==> config.mk <==
export PLATFORM = sky130hd
export DESIGN_NAME = fixed_point_booth_multiplier
export DESIGN_NICKNAME = d
export VERILOG_FILES = /design/src/rtl/fixed_point_booth_multiplier.sv
export SDC_FILE = /design/constraint.sdc
export NUM_CORES = 1
export LEC_CHECK = 0
export ABC_AREA = 0
export BUFFER_PORTS_ARGS = -buffer_cell sky130_fd_sc_hd__buf_4
export CORE_UTILIZATION = 45
export CTS_BUF_LIST = sky130_fd_sc_hd__clkbuf_8
export DETAILED_ROUTE_END_ITERATION = 12
export GPL_ROUTABILITY_DRIVEN = 0
export GPL_TIMING_DRIVEN = 0
export REMOVE_ABC_BUFFERS = 1
export SETUP_SLACK_MARGIN = 0.5
export SLEW_MARGIN = 15
export SYNTH_ARGS = -nofsm -noshare
export SYNTH_HDL_FRONTEND = slang
export SYNTH_SLANG_ARGS = --single-unit
==> constraint.sdc <==
create_clock -name clk -period 7.3 [get_ports clk]
set_input_delay 0.365 -clock clk [delete_from_list [all_inputs] [get_ports clk]]
set_output_delay 0.365 -clock clk [all_outputs]
set_load 0.01 [all_outputs]
==> src/rtl/fixed_point_booth_multiplier.sv <==
// Sequential signed fixed-point multiplier, radix-4 Booth, one digit per clock.
// Q(WIDTH-FRAC_BITS).FRAC_BITS operands and result; optional round-half-up and
// saturate-or-wrap on overflow; start/finish handshake with a busy indication.
// WIDTH must be even and >= 4; 1 <= FRAC_BITS < WIDTH.
module fixed_point_booth_multiplier #(
  parameter int WIDTH     = 16,
  parameter int FRAC_BITS = 8,
  parameter bit SATURATE  = 1'b1
) (
  input  logic             clk,
  input  logic             rst,
  input  logic [WIDTH-1:0] a,
  input  logic [WIDTH-1:0] b,
  input  logic             start,
  input  logic             round_en,
  output logic [WIDTH-1:0] result,
  output logic             overflow_flag,
  output logic             finish,
  output logic             busy
);

  // Accumulator is two bits wider than the product so the +/-2a partial
  // products of the top digit never wrap before the sum settles.
  localparam int ACC_W  = 2 * WIDTH + 2;
  localparam int DIGITS = WIDTH / 2;
  localparam int CNT_W  = $clog2(DIGITS + 1);

  // Representable range of the result, sign-extended to accumulator width.
  localparam logic signed [ACC_W-1:0] S_MAX = {{(ACC_W-WIDTH+1){1'b0}}, {(WIDTH-1){1'b1}}};
  localparam logic signed [ACC_W-1:0] S_MIN = {{(ACC_W-WIDTH+1){1'b1}}, {(WIDTH-1){1'b0}}};
  localparam logic signed [ACC_W-1:0] HALF_LSB = {{(ACC_W-1){1'b0}}, 1'b1} << (FRAC_BITS - 1);

  typedef enum logic [1:0] {
    S_IDLE,
    S_RUN,
    S_FIX,
    S_DONE
  } state_e;

  state_e                    state_q,  state_d;
  logic signed [ACC_W-1:0]   acc_q,    acc_d;
  logic signed [ACC_W-1:0]   mcand_q,  mcand_d;   // a, pre-shifted to weight 4^k
  logic        [WIDTH:0]     mplier_q, mplier_d;  // {b, 0}: window sits in [2:0]
  logic        [CNT_W-1:0]   cnt_q,    cnt_d;
  logic                      round_q,  round_d;
  logic        [WIDTH-1:0]   result_q, result_d;
  logic                      ovf_q,    ovf_d;

  logic signed [ACC_W-1:0]   pp;
  logic signed [ACC_W-1:0]   rounded;
  logic signed [ACC_W-1:0]   scaled;
  logic                      fix_ovf;
  logic        [WIDTH-1:0]   fix_res;

  // Booth recode of the current 3-bit window of b into {0, +-a, +-2a}.
  always_comb begin
    // NOTE: every always_comb output gets a default first so no path leaves it unassigned (no latch).
    pp = '0;
    unique case (mplier_q[2:0])
      3'b001, 3'b010: pp = mcand_q;
      3'b011:         pp = mcand_q <<< 1;
      3'b100:         pp = -(mcand_q <<< 1);
      3'b101, 3'b110: pp = -mcand_q;
      default:        pp = '0;
    endcase
  end

  // Round, rescale and range-check the finished product held in the accumulator.
  always_comb begin
    rounded = acc_q + (round_q ? HALF_LSB : '0);
    scaled  = rounded >>> FRAC_BITS;
    fix_ovf = (scaled > S_MAX) || (scaled < S_MIN);
    fix_res = scaled[WIDTH-1:0];
    if (fix_ovf && SATURATE) begin
      fix_res = scaled[ACC_W-1] ? {1'b1, {(WIDTH-1){1'b0}}} : {1'b0, {(WIDTH-1){1'b1}}};
    end
  end

  // Next-state and datapath update for the IDLE/RUN/FIX/DONE sequence.
  always_comb begin
    state_d  = state_q;
    acc_d    = acc_q;
    mcand_d  = mcand_q;
    mplier_d = mplier_q;
    cnt_d    = cnt_q;
    round_d  = round_q;
    result_d = result_q;
    ovf_d    = ovf_q;
    unique case (state_q)
      S_IDLE, S_DONE: begin
        if (start) begin
          acc_d    = '0;
          mcand_d  = {{(ACC_W-WIDTH){a[WIDTH-1]}}, a};
          mplier_d = {b, 1'b0};
          cnt_d    = '0;
          round_d  = round_en;
          state_d  = S_RUN;
        end
      end
      S_RUN: begin
        acc_d    = acc_q + pp;
        mcand_d  = mcand_q <<< 2;
        mplier_d = {2'b00, mplier_q[WIDTH:2]};
        cnt_d    = cnt_q + CNT_W'(1);
        if (cnt_q == CNT_W'(DIGITS - 1)) begin
          state_d = S_FIX;
        end
      end
      S_FIX: begin
        result_d = fix_res;
        ovf_d    = fix_ovf;
        state_d  = S_DONE;
      end
      default: state_d = S_IDLE;
    endcase
  end

  // State register with synchronous reset; reset overrides any start.
  always_ff @(posedge clk) begin
    // NOTE: sequential state uses non-blocking assignments so all flops update from pre-edge values.
    if (rst) begin
      state_q  <= S_IDLE;
      acc_q    <= '0;
      mcand_q  <= '0;
      mplier_q <= '0;
      cnt_q    <= '0;
      round_q  <= 1'b0;
      result_q <= '0;
      ovf_q    <= 1'b0;
    end else begin
      state_q  <= state_d;
      acc_q    <= acc_d;
      mcand_q  <= mcand_d;
      mplier_q <= mplier_d;
      cnt_q    <= cnt_d;
      round_q  <= round_d;
      result_q <= result_d;
      ovf_q    <= ovf_d;
    end
  end

  assign result        = result_q;
  assign overflow_flag = ovf_q;
  assign finish        = (state_q == S_DONE);
  assign busy          = (state_q == S_RUN) || (state_q == S_FIX);

endmodule

# Word-level counts from Yosys, hierarchy flattened
# Cells that the tools add are included.
# W data, S select, Z words.
# totals
elab_cells	52
romBits	0
mem_bits_rw	0
n_memories	0
ff_bits	109
latchBits	0
in_bits	36
# classes
eq_ne	12
addsub	5
bitwise_logic	0
mul	0
order_cmp	2
shifts	0
mux	15
n_reduce_logical	10
n_div	0
# op_table
cell	count
$pmux W34 S2	2
$pmux W34 S4	1
$mux W34	2
$neg A34 Y34	2
$add A34 B34 Y34	1
$add A34 B8 Y34	1
$pmux W17 S2	1
$mux W16	2
$gt A26 B16 Y1 const B	1
$lt A26 B16 Y1 const B	1
$mux W17	1
$eq A3 B3 Y1 const B	3
$mux W8	1
$pmux W4 S2	1
$eq A3 B2 Y1 const B	2
$pmux W2 S3	1
$reduce_and A2 Y1	3
$reduce_or A2 Y1	3
$add A4 B1 Y4 const B	1
$eq A2 B2 Y1 const B	2
$eq A4 B3 Y1 const B	1
$mux W2	2
$mux W4	1
$ne A2 B2 Y1 const B	2
other kinds (5)	6

# Logic depth before layout (Yosys ltp)
# Gate-level depths: netlist of the first run.
# logic_depth
depth_word	5
mapped_depth	20
depth_no_buf	19

# Worst setup path before layout of the first run
# Ideal clock, no wire load.
# synth_path
path_kind	register -> register
start	register mcand_q[0]
end	register acc_q[31]
arrival_ns	4.149
required_time_ns	7.238
slack_ns	3.089
period_less_slack_ns	4.211
path_buffers	1
stages_incl_launch_ff	21
path_cell_list	dfxtp_1 > inv_1 > ha_1 > nor4b_1 > nand2_1 > or3_1 > nor3_1 > nor2b_1 > xor2_1 > a221oi_1 > a31oi_1 > ha_1 > clkbuf_1 > o211ai_1 > o211ai_1 > nand3_1 > a21oi_1 > a211o_1 > a21oi_1 > or4_1 > nand3_1
# synth_via
elab_chain_len	4
elab_cells_between_ends	5
cone_classes	add/sub (3); mux (2)
# synth_lines
element	line	text
start, declared	42	logic signed [ACC_W-1:0] mcand_q, mcand_d;
start signal, assigned	133	mcand_q <= mcand_d;
$neg A34 Y34, on equally long branches	63, 62	
$pmux W34 S4 *	59	unique case (mplier_q[2:0])
$add A34 B34 Y34 *	101	acc_d = acc_q + pp;
$pmux W34 S2 *	89	unique case (state_q)
end signal, assigned	123	acc_q <= '0;
end signal, assigned	132	acc_q <= acc_d;
end, declared	41	logic signed [ACC_W-1:0] acc_q, acc_d;
# Mark *: on every way between the ends. The rest lies on a longest branch, timed or not.
# A chain may end at the register's enable or synchronous reset.

# Worst setup path after layout of the first run
# layout_path
start	register mplier_q[2]
end	register acc_q[32]
# layout_via
elab_chain_len	5
elab_cells_between_ends	11
cone_classes	add/sub (1); eq/ne (6); mux (2); reduce/logical (2)
# layout_lines
element	line	text
start, declared	43	logic [WIDTH:0] mplier_q, mplier_d;
start signal, assigned	134	mplier_q <= mplier_d;
$eq A3 B3 Y1, or another cell as far along	59	
$reduce_or A2 Y1	59	
$pmux W34 S4 *	59	
$add A34 B34 Y34 *	101	
$pmux W34 S2 *	89	
# Marked as above.

==> flow_summary.html, run 1 <==
<table>
<tr><th>Metric</th><th>Value</th></tr>
<tr><th colspan="2">Worst setup path</th></tr>
<tr><td>Crit-path leading delay family</td><td>compound AO/OA/AOI/OAI gates</td></tr>
<tr><td>Logic depth of the worst register-to-register path</td><td>15</td></tr>
<tr><td>CP Cell Sequence</td><td>buf_12, nor2b_1, nand2b_1, nor3_1, a21oi_1, o21ai_0, ha_1, a21o_1, a21oi_1, a21boi_0, a41oi_1, o21ai_1, o31a_1, o21a_1, o31ai_1</td></tr>
<tr><td>Critical path arrival</td><td>5750 ps</td></tr>
<tr><td>Reg-to-reg critical path startpoint</td><td>mplier_q[2]</td></tr>
<tr><td>Data required time at the worst endpoint</td><td>7620 ps</td></tr>
<tr><td>Sort of element at the end of the critical path</td><td>register</td></tr>
<tr><td>Highest net fanout along the worst path</td><td>39</td></tr>
<tr><td>Crit start category</td><td>register</td></tr>
<tr><td>Biggest cell delay along the critical path</td><td>810 ps</td></tr>
<tr><td>Cell with the biggest individual delay on the critical path</td><td>nor2b_1</td></tr>
<tr><td>Reg2reg end</td><td>acc_q[32]</td></tr>
<tr><td>Cell seen most often among critical-path stages</td><td>a21oi_1</td></tr>
<tr><td>Buffers plus inverters on the worst setup path</td><td>1</td></tr>
<tr><td>Reg-to-reg slack, setup</td><td>1860 ps</td></tr>
<tr><td>Worst Path Class, Setup</td><td>register to register</td></tr>
<tr><th colspan="2">Finish</th></tr>
<tr><td>Number of diodes added for antenna fixing</td><td>0</td></tr>
<tr><td>Final layout net count</td><td>1208</td></tr>
<tr><td>Count of placed standard cells in the final layout, fillers left out</td><td>1370</td></tr>
<tr><td>Most common cell after layout, fill and taps aside</td><td>nor2_1</td></tr>
<tr><td>Leading cell types in the layout, fill and taps excluded</td><td>nor2_1 (153), dfxtp_1 (106), nand2_1 (92)</td></tr>
<tr><td>Area growth syn-to-layout</td><td>7.83%</td></tr>
<tr><td>Fraction of layout instances using a drive strength above 1</td><td>10.2%</td></tr>
<tr><td>Fill cell instance count of the final layout</td><td>1895</td></tr>
<tr><th colspan="2">Timing</th></tr>
<tr><td>Worst clock skew</td><td>12.2 ps</td></tr>
<tr><td>Setup slack of the critical path after layout</td><td>1860 ps</td></tr>
<tr><td>Setup Viol. Count Final</td><td>0</td></tr>
<tr><td>Unrepaired setup endpoints after global routing</td><td>no</td></tr>
<tr><td>TNS Setup</td><td>0 ps</td></tr>
<tr><td>Max-slew violation count</td><td>0</td></tr>
<tr><td>Number of hold violations in the final report</td><td>0</td></tr>
<tr><td>Relative slew margins</td><td>26.5%</td></tr>
<tr><td>Share of the clock period used by the worst path after layout</td><td>74.5%</td></tr>
<tr><td>Slew at the pin closest to its max-slew limit</td><td>1100 ps</td></tr>
<tr><td>Final Critical Period</td><td>5440 ps</td></tr>
<tr><td>FMAX</td><td>184 MHz</td></tr>
<tr><th colspan="2">Die</th></tr>
<tr><td>Die outline height</td><td>140 um</td></tr>
<tr><td>Initial core utilization</td><td>45.9%</td></tr>
<tr><td>Full die area</td><td>19700 um2</td></tr>
<tr><td>X dimension of the die</td><td>140 um</td></tr>
<tr><td>Core area</td><td>18800 um2</td></tr>
<tr><td>I/O pins</td><td>55</td></tr>
<tr><td>Num rows</td><td>50</td></tr>
<tr><th colspan="2">Global routing</th></tr>
<tr><td>GR Overflow Total</td><td>0</td></tr>
<tr><td>Pin count of the biggest net entering global routing</td><td>83</td></tr>
<tr><td>All-Layer GR Usage</td><td>23.1%</td></tr>
<tr><td>Wire length of the first global-routing pass</td><td>37200 um</td></tr>
<tr><td>Number of antenna violations at the first check in global routing</td><td>0</td></tr>
<tr><td>Via count of the first global-routing pass</td><td>7285</td></tr>
<tr><th colspan="2">Logic synthesis</th></tr>
<tr><td>Flops &amp; latches, synth</td><td>109</td></tr>
<tr><td>Share of flip-flops with an asynchronous set or reset after synthesis</td><td>0%</td></tr>
<tr><td>Number of warnings issued by yosys</td><td>0</td></tr>
<tr><td>Average footprint of a synthesized cell</td><td>7.48 um2</td></tr>
<tr><td>Post-Synthesis Cells</td><td>1152</td></tr>
<tr><td>Share of synthesized area occupied by flip-flops and latches</td><td>25.3%</td></tr>
<tr><td>Area of the mapped netlist</td><td>8620 um2</td></tr>
<tr><td>Yosys cell types</td><td>80</td></tr>
<tr><td>Number of synthesized flops with an enable pin</td><td>0</td></tr>
<tr><td>Flip-flop cell with the highest count after synthesis</td><td>dfxtp_1</td></tr>
<tr><th colspan="2">Drt</th></tr>
<tr><td>Number of violations reported at the end of detailed-routing iteration 0</td><td>628</td></tr>
<tr><td>Pre-antenna DRT Iters</td><td>5</td></tr>
<tr><td>Remaining antenna violation count after routing</td><td>0</td></tr>
<tr><td>Average detailed-routed wire length per instance</td><td>16.5 um</td></tr>
<tr><td>Vias post-DR</td><td>8173</td></tr>
<tr><td>Wire length after detailed routing</td><td>22600 um</td></tr>
<tr><td>Via density per instance</td><td>5.97</td></tr>
<tr><td>Number of remaining DRC errors</td><td>0</td></tr>
<tr><th colspan="2">Power and ir drop</th></tr>
<tr><td>Leak pwr</td><td>3.58 nW</td></tr>
<tr><td>Max rail drop VDD</td><td>0.219 mV</td></tr>
<tr><td>Power Dens Cells</td><td>395 nW/um2</td></tr>
<tr><th colspan="2">Clock network</th></tr>
<tr><td>Number of clock sinks</td><td>109</td></tr>
<tr><td>CTS buffer count</td><td>9</td></tr>
<tr><td>Latest clock arrival within the worst-skew pair</td><td>410 ps</td></tr>
<tr><td>Clock tree from TritonCTS</td><td>done</td></tr>
<tr><td>Worst-case clock buffer depth</td><td>2</td></tr>
<tr><td>CTS H-tree depth</td><td>3</td></tr>
<tr><td>Clock Tree Root</td><td>clkbuf_8</td></tr>
<tr><td>Post-CTS setup buffer count</td><td>0</td></tr>
<tr><td>Resized Gates After CTS</td><td>0</td></tr>
<tr><td>Clock slew seen by the registers of the worst setup and hold paths</td><td>120 ps</td></tr>
<tr><td>Hold-fix buffers at CTS</td><td>0</td></tr>
<tr><th colspan="2">Hold path</th></tr>
<tr><td>Hold-critical path endpoint</td><td>mcand_q[1]</td></tr>
<tr><td>Worst hold path class</td><td>input port to register</td></tr>
<tr><td>Number of cells on the worst hold path</td><td>3</td></tr>
<tr><td>Origin of the worst min-delay path</td><td>a[1]</td></tr>
<tr><th colspan="2">Run</th></tr>
<tr><td>Max-cap violation count</td><td>0</td></tr>
<tr><th colspan="2">Status</th></tr>
<tr><td>Outcome</td><td>finished clean</td></tr>
<tr><th colspan="2">Place</th></tr>
<tr><td>Number of input and output port buffers inserted</td><td>54</td></tr>
<tr><td>Detailed-placement wirelength estimate</td><td>16000 um</td></tr>
<tr><td>Placed Instances</td><td>1353</td></tr>
<tr><td>Setup slack after placement</td><td>1940 ps</td></tr>
</table>
==> synth_stat cells, drive strengths merged (7+ instances only) <==
| cell | count | area share, % |
|---|---|---|
| a211oi | 34 | 3.0 |
| a21oi | 55 | 3.2 |
| a221oi | 14 | 1.6 |
| a22oi | 54 | 4.8 |
| a31oi | 11 | 0.80 |
| and2 | 7 | 0.51 |
| and3 | 13 | 0.94 |
| buf | 12 | 0.97 |
| clkbuf | 80 | 3.5 |
| dfxtp | 109 | 25 |
| ha | 40 | 5.8 |
| inv | 29 | 1.3 |
| mux2i | 24 | 2.8 |
| nand2 | 92 | 4.0 |
| nand2b | 14 | 1.0 |
| nand3 | 29 | 1.7 |
| nand4 | 10 | 0.73 |
| nor2 | 154 | 6.7 |
| nor2b | 12 | 0.87 |
| nor3 | 73 | 5.0 |
| nor4 | 8 | 0.80 |
| o211ai | 11 | 0.96 |
| o21a | 9 | 0.78 |
| o21ai | 54 | 3.1 |
| o22ai | 22 | 1.6 |
| or2 | 8 | 0.58 |
| or3 | 8 | 0.58 |
| or4 | 12 | 1.1 |
| xnor2 | 55 | 5.6 |
| xor2 | 23 | 2.3 |
==> cell families (layout without fill, tap and decap cells) <==
family	after synthesis	count (layout)	synth area share [%]
and+or+nand+nor	459	459	26.5
adders and majority gates	41	41	6.04
AOI/OAI and AO/OA	318	318	25.4
xor gates and xnor gates	78	78	7.93
muxes	26	26	3.05
buffers and inverters	121	105	5.72
DFF	109	109	25.3
==> metal layers <==
layer  track usage [%]  routed length (um)
met1              32.1               11200
met2              37.4               10200
met3              2.97                 866
met4              6.07                 361
met5                 0                   0
==> worst max-delay path by stage <==
| stage | start | endpoint | slack (ps) | depth (start not counted) |
|---|---|---|---|---|
| final | mplier_q[2] | acc_q[32] | 1860 | 15 |
| after global routing | mplier_q[2] | acc_q[33] | 1480 | 15 |
| after CTS | mplier_q[2] | acc_q[32] | 1910 | 15 |
| after detailed placement | mplier_q[2] | acc_q[33] | 1940 | 15 |
| after global placement | state_q[1] | mcand_q[15] | 580 | 5 |
| after floorplan | mplier_q[2] | acc_q[32] | 2740 | 14 |
==> registers in the layout (all words and copies together) (netlist names) <==
name           flops
acc_q             34
mcand_q           34
mplier_q          17
result            16
cnt_q              4
state_q            2
overflow_flag      1
round_q            1
==> worst register-to-register path: stages, from the launching register on <==
cell and delay [ps]:
dfxtp_2 560, buf_12 250, nor2b_1 820, nand2b_1 660, nor3_1 330, a21oi_1 70, o21ai_0 130, ha_1 340
a21o_1 200, a21oi_1 180, a21boi_0 220, a41oi_1 520, o21ai_1 330, o31a_1 400, o21a_1 170, o31ai_1 180
==> report_power, final <==
part	internal, W	total (W)	switching, W
clock	0.000175	0.000411	0.000236
sequential	0.000776	0.00108	0.000306
combinational	0.000907	0.00217	0.00127
==> final cells by class <==
cell class	count	area, um2	share of cell area, %
clock buffer	10	138	1.48
clock inverter	6	78.8	0.848
inverter	29	109	1.17
multi-input combinational	922	5960	64.1
sequential	109	2190	23.5
tap	234	293	3.15
timing repair buffer	60	528	5.68
==> metrics by stage <==
stage	power, W	instance area, um2	utilization [%]	hold WS (ps)
final	0.00367	9290	49.5	186
after global routing	0.00399	9290	49.5	198
after CTS	0.00367	9280	49.5	173
after detailed placement	0.00325	9070	48.3	469
after global placement	0.00316	8930	47.6	459
after floorplan	0.00260	8230	-	434
Power figures use the tool's default switching activity.
==> run 2, diff against run 1 <==
==> constraint.sdc (replaced) <==
create_clock -name clk -period 4.98 [get_ports clk]
set_input_delay 0.249 -clock clk [delete_from_list [all_inputs] [get_ports clk]]
set_output_delay 0.249 -clock clk [all_outputs]
set_load 0.01 [all_outputs]
==> run 2 against run 1 <==
  * Setup slack got worse by 1200 ps
  * Flip-flop and latch count unchanged
  * Worst hold slack got worse by 110 ps
  * Final cell count increased by 1.4%
  * Fmax increased by 25%
  * Routed wire length increased by 1.7%
  * Clock-buffer cell count unchanged
  * Total power increased by 55%
  * Clock power increased by 46%
  * Final area increased by 4.9%
  * Largest cell class unchanged
  * Largest power group unchanged
  * Highest routed layer unchanged
==> flow_summary.html, run 2 (synthesis results as in run 1) <==
<table>
<tr><th>Metric</th><th>Value</th></tr>
<tr><th colspan="2">Status</th></tr>
<tr><td>Outcome</td><td>finished clean</td></tr>
<tr><th colspan="2">Drt</th></tr>
<tr><td>Top routing layer in use</td><td>met4</td></tr>
<tr><td>Pre-antenna DRT Iters</td><td>5</td></tr>
<tr><td>Wire length after detailed routing</td><td>23000 um</td></tr>
<tr><td>Vias post-DR</td><td>8251</td></tr>
<tr><td>Remaining antenna violation count after routing</td><td>0</td></tr>
<tr><td>Via density per instance</td><td>5.94</td></tr>
<tr><td>M1 wire length</td><td>11300 um</td></tr>
<tr><td>Number of violations reported at the end of detailed-routing iteration 0</td><td>657</td></tr>
<tr><td>Number of remaining DRC errors</td><td>0</td></tr>
<tr><td>Total length of routed met2 wires</td><td>10400 um</td></tr>
<tr><td>Average detailed-routed wire length per instance</td><td>16.6 um</td></tr>
<tr><td>Met3 wirelength from detailed routing</td><td>925 um</td></tr>
<tr><th colspan="2">Hold path</th></tr>
<tr><td>Number of cells on the worst hold path</td><td>3</td></tr>
<tr><td>Worst hold path class</td><td>input port to register</td></tr>
<tr><th colspan="2">Worst setup path</th></tr>
<tr><td>CP endpoint</td><td>acc_q[32]</td></tr>
<tr><td>Worst Path Class, Setup</td><td>register to register</td></tr>
<tr><td>Reg-to-reg critical path startpoint</td><td>mcand_q[0]</td></tr>
<tr><td>Logic depth of the worst register-to-register path</td><td>18</td></tr>
<tr><td>Crit-path leading delay family</td><td>compound AO/OA/AOI/OAI gates</td></tr>
<tr><td>Reg2reg end</td><td>acc_q[32]</td></tr>
<tr><td>Crit start category</td><td>register</td></tr>
<tr><td>Data required time at the worst endpoint</td><td>5300 ps</td></tr>
<tr><td>Worst Setup SP</td><td>mcand_q[0]</td></tr>
<tr><td>Cell with the biggest individual delay on the critical path</td><td>dfxtp_2</td></tr>
<tr><td>Reg-to-reg slack, setup</td><td>630 ps</td></tr>
<tr><td>Biggest cell delay along the critical path</td><td>380 ps</td></tr>
<tr><td>Critical path arrival</td><td>4660 ps</td></tr>
<tr><td>Cell seen most often among critical-path stages</td><td>inv_1</td></tr>
<tr><td>Buffers plus inverters on the worst setup path</td><td>2</td></tr>
<tr><td>Levels on crit path</td><td>18</td></tr>
<tr><td>CP Cell Sequence</td><td>inv_1, ha_2, nor4b_4, nand2_2, or3_4, nand2_1, xnor2_1, a221oi_1, a21oi_2, ha_1, a21oi_4, inv_1, a221o_1, a41oi_4, o21ai_2, o31a_1, o21a_1, o31ai_1</td></tr>
<tr><td>Highest net fanout along the worst path</td><td>7</td></tr>
<tr><td>Sort of element at the end of the critical path</td><td>register</td></tr>
<tr><th colspan="2">Die</th></tr>
<tr><td>Full die area</td><td>19700 um2</td></tr>
<tr><td>Initial core utilization</td><td>45.9%</td></tr>
<tr><td>X dimension of the die</td><td>140 um</td></tr>
<tr><td>Core area</td><td>18800 um2</td></tr>
<tr><td>Num rows</td><td>50</td></tr>
<tr><td>I/O pins</td><td>55</td></tr>
<tr><td>Die outline height</td><td>140 um</td></tr>
<tr><th colspan="2">Global routing</th></tr>
<tr><td>Via count of the first global-routing pass</td><td>7328</td></tr>
<tr><td>Pin count of the biggest net entering global routing</td><td>83</td></tr>
<tr><td>All-Layer GR Usage</td><td>23.2%</td></tr>
<tr><td>Wire length of the first global-routing pass</td><td>37400 um</td></tr>
<tr><td>Number of antenna violations at the first check in global routing</td><td>0</td></tr>
<tr><td>GR Overflow Total</td><td>0</td></tr>
<tr><th colspan="2">Finish</th></tr>
<tr><td>Most common cell after layout, fill and taps aside</td><td>nor2_1</td></tr>
<tr><td>Largest registers in the final layout</td><td>acc_q: 34 flops, mcand_q: 34 flops, mplier_q: 17 flops</td></tr>
<tr><td>Number of diodes added for antenna fixing</td><td>0</td></tr>
<tr><td>Leading cell types in the layout, fill and taps excluded</td><td>nor2_1 (149), dfxtp_1 (99), nand2_1 (89)</td></tr>
<tr><td>Design area</td><td>9750 um2</td></tr>
<tr><td>Final layout net count</td><td>1227</td></tr>
<tr><td>Count of placed standard cells in the final layout, fillers left out</td><td>1389</td></tr>
<tr><td>Area growth syn-to-layout</td><td>13.1%</td></tr>
<tr><td>Fraction of layout instances using a drive strength above 1</td><td>16.0%</td></tr>
<tr><th colspan="2">Timing</th></tr>
<tr><td>Relative slew margins</td><td>28.8%</td></tr>
<tr><td>Max-slew violation count</td><td>0</td></tr>
<tr><td>Slew at the pin closest to its max-slew limit</td><td>1070 ps</td></tr>
<tr><td>Setup slack of the critical path after layout</td><td>634 ps</td></tr>
<tr><td>Final Critical Period</td><td>4350 ps</td></tr>
<tr><td>FMAX</td><td>230 MHz</td></tr>
<tr><td>TNS Setup</td><td>0 ps</td></tr>
<tr><td>Worst clock skew</td><td>9.95 ps</td></tr>
<tr><td>Share of the clock period used by the worst path after layout</td><td>87.3%</td></tr>
<tr><td>Number of hold violations in the final report</td><td>0</td></tr>
<tr><td>Unrepaired setup endpoints after global routing</td><td>yes</td></tr>
<tr><td>Setup Viol. Count Final</td><td>0</td></tr>
<tr><th colspan="2">Place</th></tr>
<tr><td>Dpl cell area</td><td>9070 um2</td></tr>
<tr><td>Setup slack after placement</td><td>-384 ps</td></tr>
<tr><td>Detailed-placement wirelength estimate</td><td>16000 um</td></tr>
<tr><td>Number of input and output port buffers inserted</td><td>54</td></tr>
<tr><td>Placed Instances</td><td>1353</td></tr>
<tr><th colspan="2">Power and ir drop</th></tr>
<tr><td>Relative contribution of combinational cells to total power</td><td>60.7%</td></tr>
<tr><td>Power Dens Cells</td><td>583 nW/um2</td></tr>
<tr><td>Net load switching power</td><td>0.00279 W</td></tr>
<tr><td>Post-layout total power</td><td>0.00568 W</td></tr>
<tr><td>Sw frac</td><td>49.0%</td></tr>
<tr><td>Max rail drop VDD</td><td>0.319 mV</td></tr>
<tr><td>Leak pwr</td><td>3.74 nW</td></tr>
<tr><td>Part of the power in the clock network</td><td>10.6%</td></tr>
<tr><td>Relative contribution of sequential cells to total power</td><td>28.7%</td></tr>
<tr><td>Internal Power</td><td>0.00290 W</td></tr>
<tr><th colspan="2">Clock network</th></tr>
<tr><td>Clock Tree Root</td><td>clkbuf_8</td></tr>
<tr><td>Clock tree from TritonCTS</td><td>done</td></tr>
<tr><td>Worst-case clock buffer depth</td><td>2</td></tr>
<tr><td>Number of clock sinks</td><td>109</td></tr>
<tr><td>CTS buffer count</td><td>9</td></tr>
<tr><td>Latest clock arrival within the worst-skew pair</td><td>400 ps</td></tr>
<tr><td>Clock slew seen by the registers of the worst setup and hold paths</td><td>120 ps</td></tr>
<tr><td>Hold-fix buffers at CTS</td><td>0</td></tr>
<tr><td>CTS H-tree depth</td><td>3</td></tr>
<tr><th colspan="2">Run</th></tr>
<tr><td>Max-cap violation count</td><td>0</td></tr>
</table>
run 2: changes by cell type in the layout (fill, tap and decap cells not counted), moves of 4 or more:
cell     before  now
a21oi_2       0    4
o21ai_0      52   45
a21oi_1      55   48
nor3_2       10   14
dfxtp_2       3    8
nor3_1       62   56
nor2_1      153  149
o21ai_1       1    5
dfxtp_1     106   99
buf_4        54   73
run 2: routing by layer:
| metal | vias to the layer above | GRT usage (%) |
|---|---|---|
| li1 | 4218 | - |
| met1 | 3806 | 32.2 |
| met2 | 200 | 37.6 |
| met3 | 27 | 3.11 |
| met4 | 0 | 6.59 |
| met5 | - | 0 |
run 2: final cells by class:
cell class | count | area, um2
clock inverter | 6 | 78.8
sequential | 109 | 2200
clock buffer | 10 | 138
tap | 234 | 293
timing repair buffer | 79 | 671
multi-input combinational | 922 | 6260
inverter | 29 | 111
fill | 1857 | 9020
run 2: how the worst min path moves through the flow:
stage | endpoint | slack (ps) | start
after floorplan | acc_q[22] | 320 | rst
after global placement | result[15] | 460 | result[15]
after detailed placement | result[15] | 470 | result[15]
after CTS | mcand_q[1] | 60 | a[1]
after global routing | mplier_q[16] | 80 | b[15]
final | mcand_q[0] | 70 | a[0]
run 2: power by group through the flow:
stage	clock network (W)	registers [W]	logic, W
CTS	0.000627	0.00160	0.00326
global placement	0	0.00162	0.00300
finish	0.000602	0.00163	0.00345
detailed placement	0	0.00160	0.00317
floorplan	0	0.00150	0.00231
global route	0.000661	0.00168	0.00382
run 2: tightest hold or removal path, stage by stage:
cell and delay [ps]:
buf_4 80, a22oi_1 50, nor2_1 70
run 2: what timing repair did:
item                       4_1_cts  5_1_grt
setup endpoints to repair       22       16
setup buffers                    6       13
gates resized for setup         29       50
pin swaps                        4       14
run 2: stage by stage:
step,util [%],hold slack (ps)
after CTS,50.4,56.9
after detailed placement,48.3,469
after global placement,47.6,459
final,51.9,74.8
after floorplan,-,318
after global routing,51.9,82.4
